[src/rtl/eespfal_switch_driver.sv]
// eespfal_switch_driver
// Sequencer for the 4-lane EESPFAL dual-rail XOR switch macro.
// It steps the macro through discharge, setup, evaluate, hold and recovery
// phases, drives the dual-rail x/k operands, and synchronises and captures
// the macro's s/s_bar response. The captured s is checked against x ^ k and
// against the dual-rail encoding.
// All macro-facing drives are registered. They are decoded from the next
// state, so every drive changes on the same edge as the state it belongs to.

module eespfal_switch_driver #(
  parameter int BIT_SIZE  = 4,  // lanes; must match the switch macro
  parameter int DIS_CYC   = 4,  // 1..255
  parameter int SETUP_CYC = 2,  // 1..255
  parameter int EVAL_CYC  = 4,  // 1..255
  parameter int HOLD_CYC  = 4,  // 3..255, so the 2-flop synchroniser settles
  parameter int RECOV_CYC = 4   // 1..255
) (
  input  logic                clk,
  input  logic                rst_n,
  input  logic                start,
  input  logic                abort,
  input  logic [BIT_SIZE-1:0] x_in,
  input  logic [BIT_SIZE-1:0] k_in,
  output logic                busy,
  output logic                done,
  output logic [BIT_SIZE-1:0] result,
  output logic [BIT_SIZE-1:0] rail_err,
  output logic                mismatch,
  output logic [BIT_SIZE-1:0] clk_top,
  output logic [BIT_SIZE-1:0] dis_top,
  output logic                dis_phase_top,
  output logic [BIT_SIZE-1:0] x_top,
  output logic [BIT_SIZE-1:0] x_bar_top,
  output logic [BIT_SIZE-1:0] k_top,
  output logic [BIT_SIZE-1:0] k_bar_top,
  input  logic [BIT_SIZE-1:0] s_top,
  input  logic [BIT_SIZE-1:0] s_bar_top
);

  typedef enum logic [2:0] {
    S_IDLE,
    S_DISCH,
    S_SETUP,
    S_EVAL,
    S_HOLD,
    S_RECOV,
    S_DONE
  } state_t;

  state_t state_q, state_d;
  logic [7:0] cnt_q, cnt_d;

  // Latched operands for the operation in flight.
  logic [BIT_SIZE-1:0] x_op_q, k_op_q;

  // Synchroniser stages for the macro outputs, which are asynchronous to clk.
  logic [BIT_SIZE-1:0] s_meta_q, s_sync_q;
  logic [BIT_SIZE-1:0] sb_meta_q, sb_sync_q;

  // Decoded next-cycle drive values; they are registered below.
  logic                busy_d, done_d, dis_phase_d;
  logic [BIT_SIZE-1:0] clk_d, dis_d, x_d, x_bar_d, k_d, k_bar_d;
  logic                rails_on, clk_on;

  // Capture fires on the last HOLD cycle unless abort cancels the operation.
  logic capture_en;

  // Counter preload for a phase: the phase lasts preload+1 cycles.
  function automatic logic [7:0] entry_count(input state_t s);
    case (s)
      S_DISCH: entry_count = 8'(DIS_CYC - 1);
      S_SETUP: entry_count = 8'(SETUP_CYC - 1);
      S_EVAL:  entry_count = 8'(EVAL_CYC - 1);
      S_HOLD:  entry_count = 8'(HOLD_CYC - 1);
      S_RECOV: entry_count = 8'(RECOV_CYC - 1);
      default: entry_count = 8'd0;
    endcase
  endfunction

  // Next-state logic: each timed phase advances when its down-counter hits zero.
  always_comb begin
    // NOTE: every combinational output gets a default first, so no path leaves it unassigned (no latch).
    state_d = state_q;
    case (state_q)
      S_IDLE:  if (start)          state_d = S_DISCH;
      S_DISCH: if (cnt_q == 8'd0)  state_d = S_SETUP;
      S_SETUP: if (cnt_q == 8'd0)  state_d = S_EVAL;
      S_EVAL:  if (cnt_q == 8'd0)  state_d = S_HOLD;
      S_HOLD:  if (cnt_q == 8'd0)  state_d = S_RECOV;
      S_RECOV: if (cnt_q == 8'd0)  state_d = S_DONE;
      S_DONE:                      state_d = S_IDLE;
      default:                     state_d = S_IDLE;
    endcase
    // Abort is honoured in every busy state. In IDLE a start always wins.
    if (abort && (state_q != S_IDLE)) state_d = S_IDLE;
  end

  // Phase counter: preload on every state change, otherwise count down to zero.
  always_comb begin
    cnt_d = cnt_q;
    if (state_d != state_q) begin
      cnt_d = entry_count(state_d);
    end else if (cnt_q != 8'd0) begin
      cnt_d = cnt_q - 8'd1;
    end
  end

  // Drive decode for the upcoming cycle. A pair of rails is either null (both 0)
  // or complementary, so both rails of a pair are never high together.
  always_comb begin
    rails_on    = (state_d == S_SETUP) || (state_d == S_EVAL) || (state_d == S_HOLD);
    clk_on      = (state_d == S_EVAL)  || (state_d == S_HOLD);
    busy_d      = (state_d != S_IDLE);
    done_d      = (state_d == S_DONE);
    dis_phase_d = (state_d == S_DISCH);
    dis_d       = (state_d == S_DISCH) ? '1 : '0;
    clk_d       = clk_on ? '1 : '0;
    x_d         = rails_on ? x_op_q  : '0;
    x_bar_d     = rails_on ? ~x_op_q : '0;
    k_d         = rails_on ? k_op_q  : '0;
    k_bar_d     = rails_on ? ~k_op_q : '0;
    capture_en  = (state_q == S_HOLD) && (state_d == S_RECOV);
  end

  // State and counter registers.
  always_ff @(posedge clk or negedge rst_n) begin
    // NOTE: clocked state uses non-blocking assignments so every flop samples pre-edge values.
    if (!rst_n) begin
      state_q <= S_IDLE;
      cnt_q   <= 8'd0;
    end else begin
      state_q <= state_d;
      cnt_q   <= cnt_d;
    end
  end

  // Operand latch: only a start accepted in IDLE loads new operands.
  always_ff @(posedge clk or negedge rst_n) begin
    if (!rst_n) begin
      x_op_q <= '0;
      k_op_q <= '0;
    end else if ((state_q == S_IDLE) && start) begin
      x_op_q <= x_in;
      k_op_q <= k_in;
    end
  end

  // Registered macro drives and status outputs.
  always_ff @(posedge clk or negedge rst_n) begin
    if (!rst_n) begin
      busy          <= 1'b0;
      done          <= 1'b0;
      clk_top       <= '0;
      dis_top       <= '0;
      dis_phase_top <= 1'b0;
      x_top         <= '0;
      x_bar_top     <= '0;
      k_top         <= '0;
      k_bar_top     <= '0;
    end else begin
      busy          <= busy_d;
      done          <= done_d;
      clk_top       <= clk_d;
      dis_top       <= dis_d;
      dis_phase_top <= dis_phase_d;
      x_top         <= x_d;
      x_bar_top     <= x_bar_d;
      k_top         <= k_d;
      k_bar_top     <= k_bar_d;
    end
  end

  // Two-flop synchronisers for s and s_bar.
  always_ff @(posedge clk or negedge rst_n) begin
    if (!rst_n) begin
      s_meta_q  <= '0;
      s_sync_q  <= '0;
      sb_meta_q <= '0;
      sb_sync_q <= '0;
    end else begin
      s_meta_q  <= s_top;
      s_sync_q  <= s_meta_q;
      sb_meta_q <= s_bar_top;
      sb_sync_q <= sb_meta_q;
    end
  end

  // Result capture; the values hold until the next capture or reset.
  always_ff @(posedge clk or negedge rst_n) begin
    if (!rst_n) begin
      result   <= '0;
      rail_err <= '0;
      mismatch <= 1'b0;
    end else if (capture_en) begin
      result   <= s_sync_q;
      rail_err <= ~(s_sync_q ^ sb_sync_q);
      mismatch <= (s_sync_q != (x_op_q ^ k_op_q)) || (|(~(s_sync_q ^ sb_sync_q)));
    end
  end

endmodule

[config.mk]
export PLATFORM = sky130hd
export DESIGN_NAME = eespfal_switch_driver
export DESIGN_NICKNAME = d
export VERILOG_FILES = /design/src/rtl/eespfal_switch_driver.sv
export SDC_FILE = /design/constraint.sdc
export NUM_CORES = 1
export LEC_CHECK = 0
export CORE_AREA = 2 2 91 76
export DETAILED_ROUTE_END_ITERATION = 7
export DIE_AREA = 0 0 93 78
export PLACE_DENSITY = 0.78
export SLEW_MARGIN = 20
export SYNTH_ARGS = -nofsm -noshare
export SYNTH_HDL_FRONTEND = slang
export SYNTH_SLANG_ARGS = --single-unit
export TNS_END_PERCENT = 5
[constraint.sdc]
create_clock -name clk -period 1.7 [get_ports clk]
set_input_delay 0.51 -clock clk [delete_from_list [all_inputs] [get_ports clk]]
set_output_delay 0.51 -clock clk [all_outputs]
set_load 0.01 [all_outputs]
==> out/results.ini, run 1 <==
[timing]
period_minus_slack_ns = 1.79
rsz0062_at_grt = true
hold_viol_final = 0
holdWs_ns = 0.0870
tightest_slew_ns = 0.523
setup_ws_ns = -0.0864
max_clock_freq_mhz = 560
final.setup.tns_ns = -0.993
skew_ns = 0.00943
slew_headroom_pct = 64.6
fin_crit_sh_pct = 105
finalSetupViolations = 23
slew_viol_final = 0

[yosys]
ys_seq_area_share_pct = 60.7
ys_types = 43
syn_inst = 214
synth-seq-cells = 64
postSynthAreaPerCell_sq_um = 12.3
netlist_top_cells_area = dfrtp_1 61%, mux2_2 6.0%, nor3b_1 2.6%
syn_nets = 235
ys_warn_count = 0
synth_area_sq_um = 2640
synth_top_area_share_pct = 60.7
yosys.area.top_type = dfrtp_1

[placement]
dp_hpwl_microns = 3590
postPlaceCellArea_sq_um = 3440
dp.cells = 364
io_buffers = 55
place.gp.congestion = 0.821
place_ws_ns = -0.375

[detailed_routing]
first_pass_iters = 4
wl_microns = 5620
wl_per_cell_microns = 14.5
remaining_drc_errors = 0
routed_via_density = 4.98
ant_nets = 0
drt_iter0_drc = 68
dr_total_vias = 1933

[die]
initial_core_util_pct = 42.3
die_w_microns = 93
io_pins = 56
die_area_sq_um = 7250
rows = 26
core_sq_um = 6250
die_h_microns = 78

[power_and_ir_drop]
total_power_mw = 6.42
internal_power_mw = 4.24
clockPowerShare_pct = 25.2
switchingPower_mw = 2.18
netSwitchingFraction_pct = 34.0
peakVddDrop_v = 0.000755
comb_power_share_pct = 41.9
p_per_area_nw_per_um2 = 1660
seqPwrFrac_pct = 32.9
power_leakage_nw = 1.84

[clock_tree]
htree_levels = 3
cts_tree = done
cts_buffer_depth = 2
cts.sinks = 64
path_clk_slew_ns = 0.08
root_buffer = clkbuf_8
ctsHoldBuffers = 0
cts_made_buffers = 9
insertion_delay_ns = 0.34

[hold_path]
hold_class = primary input to asynchronous set/reset pin

[worst_setup_path]
critPathMaxFanout = 8
path_cells = inv_2 > ha_4 > nor3b_4 > buf_4 > and2_4 > o32a_4 > nor3b_2
critical_path_class = register to register
startpoint_type = register
slowest_delay_ns = 0.43
crit_slowest_cell = o32a_4
worstSetupEndpointType = register
cp_data_arrival_time_ns = 2.05
cp.required_ns = 1.96

[layout]
fin_nets = 320
layout_common_cells = 63 x dfrtp_1, 36 x dlygate4sd2_1, 27 x buf_4
fillers = 509
largest_register_ffs = 8
regMostFlops = cnt_q
fin_util_pct = 61.9
diodes = 0
drive_gt1_share_pct = 30.9
final_common_cell = dfrtp_1
syn2layout_area_growth_pct = 46.5
instances_no_fill = 388
finish.instance_area_sq_um = 3870

[global_route]
grt_max_degree = 27
grt_first_pass_wirelength_microns = 9320
grt_pass1_vias = 1927
antenna_found_initial = 0
gr-total-overflow = 0
grt.total_usage_pct = 16.9

[outcome]
status = finished with violations
violations = setup timing

[flow_run]
cap_violations = 0

-- cells in the mapped netlist --
| master | n |
|---|---|
| nor3b_2 | 1 |
| or2_2 | 1 |
| nor4b_1 | 1 |
| a21boi_0 | 1 |
| nor4_4 | 1 |
| clkbuf_1 | 5 |
| and2_1 | 2 |
| o32a_2 | 1 |
| xnor2_1 | 4 |
| o31ai_1 | 4 |
| nand3_1 | 4 |
| a2111oi_0 | 2 |
| nor3b_1 | 9 |
| or3_1 | 1 |
| nor4bb_1 | 1 |
| and3_1 | 1 |
| xor2_1 | 4 |
| a21o_1 | 1 |
| dfrtp_1 | 64 |
| nor4_1 | 2 |
| inv_1 | 4 |
| nand2b_1 | 3 |
| buf_4 | 7 |
| a311oi_1 | 1 |
| a211oi_1 | 2 |
| mux2_2 | 14 |
| a31oi_1 | 1 |
| a21oi_4 | 1 |
| buf_6 | 1 |
| nor3_1 | 11 |
| o211ai_1 | 1 |
| o21bai_1 | 1 |
| buf_1 | 1 |
| nor2_1 | 13 |
| nand2_1 | 8 |
| ha_1 | 1 |
| o32ai_1 | 2 |
| mux2i_1 | 6 |
| o21ai_0 | 5 |
| nor3_2 | 1 |
| nor2b_1 | 10 |
| a21oi_1 | 9 |
| buf_2 | 1 |
-- critical path: cells and delay by family (launching register included) --
kind                       cells  cell delay, ns
AOI/OAI and AO/OA              1            0.43
adders and majority gates      1            0.16
buffers and inverters          2            0.21
DFF                            1            0.37
and+or+nand+nor                3            0.55
-- final timing paths --
path	startpoint	endpoint	slack [ns]	depth (start not counted)
worst max-delay path	cnt_q[0]	x_top[1]	-0.09	7
worst min-delay path	rst_n	cnt_q[2]	0.09	1
worst max register to register	cnt_q[0]	x_top[1]	-0.09	7
worst min register to register	sb_meta_q[1]	sb_sync_q[1]	0.35	0
max in group asynchronous	rst_n	s_sync_q[3]	1.14	2
min in group clk	sb_meta_q[1]	sb_sync_q[1]	0.35	0
-- area by class of cell --
| class | count | area, sq um | share of cell area [%] |
|---|---|---|---|
| tap | 84 | 105 | 2.72 |
| clock buffer | 9 | 124 | 3.20 |
| timing repair buffer | 88 | 788 | 20.4 |
| sequential | 64 | 1600 | 41.4 |
| clock inverter | 7 | 128 | 3.30 |
| multi-input combinational | 132 | 1100 | 28.6 |
| inverter | 4 | 15.0 | 0.388 |
-- timing repair --
action | 4_1_cts | 5_1_grt
gates cloned | 1 | 0
resized for setup | 60 | 8
setup buffers | 4 | 3
endpoints found under the setup margin | 69 | 38
pin swaps | 4 | 4
-- routing by layer --
layer	vias to the layer above	wire length (microns)	GRT usage, %	part of all wire (%)
li1	922	-	-	-
met1	924	2350	21.7	42
met2	69	2770	25.4	49
met3	18	358	6.31	6.4
met4	0	136	7.50	2.4
met5	-	0	0	0
-- cell families (layout without fill, tap and decap cells) --
group           Yosys count  in the layout  synth area share, %
buf+inv                  19            108                 4.03
xor+xnor                  8              8                 2.65
compound gates           32             33                 8.44
flops                    64             64                 60.7
mux                      20             20                 8.25
simple gates             70             70                 15.5
fa+ha+maj                 1              1                0.474
-- power groups by stage --
stage | logic [mW] | registers [mW] | clock network (mW)
after detailed placement | 2.24 | 2.12 | 0
after floorplan | 1.33 | 2.15 | 0
after CTS | 2.45 | 2.10 | 1.66
final | 2.69 | 2.11 | 1.62
after global placement | 2.18 | 2.10 | 0
after global routing | 2.90 | 2.16 | 1.74
Power figures use the tool's default switching activity.
==> run 2: changes to the inputs <==
CAP_MARGIN = 20   (was not set)
CTS_BUF_LIST = sky130_fd_sc_hd__clkbuf_16   (was not set)
==> out/results.ini, run 2 (synthesis gave the netlist of run 1 again) <==
[timing]
tightest_slew_ns = 0.446
period_minus_slack_ns = 1.78
slew_headroom_pct = 70.0
max_clock_freq_mhz = 560
hold_viol_final = 0
finalSetupViolations = 24
setup_ws_ns = -0.0849
slew_viol_final = 0
final.setup.tns_ns = -1.02
fin_crit_sh_pct = 105
rsz0062_at_grt = true
skew_ns = 0.00853

[clock_tree]
cts_tree = done
root_buffer = clkbuf_16
insertion_delay_ns = 0.33
htree_levels = 3
cts_made_buffers = 9
path_clk_slew_ns = 0.06
cts_buffer_depth = 2
cts.sinks = 64

[layout]
layout_common_cells = 63 x dfrtp_1, 26 x dlygate4sd2_1, 26 x buf_4
drive_gt1_share_pct = 32.1
fin_util_pct = 64.3
final_common_cell = dfrtp_1
syn2layout_area_growth_pct = 52.1
fin_nets = 321
fillers = 484
regMostFlops = cnt_q
diodes = 0
largest_register_ffs = 8
finish.instance_area_sq_um = 4020

[power_and_ir_drop]
switchingPower_mw = 2.22
internal_power_mw = 4.67
netSwitchingFraction_pct = 32.2
comb_power_share_pct = 38.1
power_leakage_nw = 2.03
peakVddDrop_v = 0.000915
clockPowerShare_pct = 31.3
seqPwrFrac_pct = 30.6
p_per_area_nw_per_um2 = 1710

[detailed_routing]
remaining_drc_errors = 0
wl_per_cell_microns = 14.3
dr_total_vias = 1931
ant_nets = 0
routed_via_density = 4.96
wl_microns = 5580
first_pass_iters = 4
drt_iter0_drc = 76

[die]
die_h_microns = 78
core_sq_um = 6250
die_w_microns = 93
io_pins = 56
rows = 26
die_area_sq_um = 7250
initial_core_util_pct = 42.3

[global_route]
grt_util_met2_pct = 24.4
grt_use_met3_pct = 6.89
antenna_found_initial = 0
busiest_layer = met2
grt.total_usage_pct = 16.8
grt.met1_usage_pct = 21.8
grt_first_pass_wirelength_microns = 9270
gr-total-overflow = 0
grt_pass1_vias = 1933
grt_max_degree = 27

[hold_path]
hold_class = primary input to asynchronous set/reset pin

[worst_setup_path]
path_cells = inv_2 > ha_4 > nor3b_4 > buf_6 > and2_4 > o32a_2 > nor3_1
cp_data_arrival_time_ns = 2.03
cp_top_family = simple AND/OR/NAND/NOR gates
critPathMaxFanout = 8
worstRegToRegCells = 7
cp.required_ns = 1.94
timing.rr.start = cnt_q[0]
ff2ff_setup_slack_ns = -0.08
crit_slowest_cell = o32a_2
cp_num_buf_inv = 2
rr_endpoint = x_bar_top[3]
critical_path_class = register to register
worstSetupEndpointType = register
slowest_delay_ns = 0.45
startpoint_type = register

[placement]
postPlaceCellArea_sq_um = 3440
place.gp.congestion = 0.821
io_buffers = 55
dp_hpwl_microns = 3590

[outcome]
violations = setup timing
status = finished with violations

[flow_run]
cap_violations = 0

## run 2: changes by cell type in the layout (fill, tap and decap cells not counted), sizes merged
cell,delta
buf,+1
dlygate4sd2,-10
dlymetal6s2s,+10
## run 2: worst max-delay path by stage
stage,startpoint,endpoint,slack [ns],depth (start not counted)
floorplan,cnt_q[0],k_top[1],0.01,7
global placement,abort,result[1],-0.34,5
detailed placement,abort,result[3],-0.37,5
CTS,cnt_q[1],result[0],-0.10,7
global route,abort,cnt_q[0],-0.15,6
finish,cnt_q[0],x_bar_top[3],-0.08,7
## run 2: metrics by stage
stage | power [mW] | setup slack, ns | std cells | hold WS, ns
4_1_cts | 6.71 | -0.100 | 385 | 0.105
5_1_grt | 7.27 | -0.147 | 389 | 0.119
3_5_place_dp | 4.35 | -0.375 | 364 | 0.335
6_report | 6.88 | -0.0849 | 389 | 0.0981
3_3_place_gp | 4.28 | -0.345 | 364 | 0.334
2_1_floorplan | 3.48 | 0.0105 | 214 | 0.214
## run 2: area by class of cell
class                   instances  area [sq um]  share of cell area [%]
multi-input cells             132          1100                    27.5
clock buffers                   9           225                    5.61
clock inverters                 7           128                    3.18
flip-flops and latches         64          1600                    39.9
repair buffers                 89           835                    20.8
inverters                       4          15.0                   0.374
well taps                      84           105                    2.62
## run 2: power by group through the flow
stage	clock network, mW	logic (mW)	registers (mW)
floorplan	0	1.33	2.15
detailed placement	0	2.24	2.12
global route	2.27	2.84	2.16
CTS	2.19	2.43	2.10
global placement	0	2.18	2.10
finish	2.15	2.62	2.11
## run 2: layer usage
layer  routed length, microns  vias up
met1                     2420      920
met2                     2620       71
met3                      363       19
li1                         -      921
met4                      170        0
met5                        0        -
## run 2: worst reg2reg max path: cells and delay by family (launching register included)
| kind | cells | cell delay [ns] |
|---|---|---|
| AND/OR/NAND/NOR | 3 | 0.51 |
| adder cells (fa/ha/maj) | 1 | 0.16 |
| buffers and inverters | 2 | 0.19 |
| AO/OA/AOI/OAI | 1 | 0.45 |
| flip-flops | 1 | 0.38 |
## run 2: what timing repair did
| item | in CTS | in global routing |
|---|---|---|
| hold buffers | 0 | 0 |
| gates resized for setup | 45 | 26 |
| pin swaps | 4 | 5 |
| endpoints found under the setup margin | 60 | 48 |
| setup buffers | 4 | 3 |
| gates cloned | 1 | 1 |
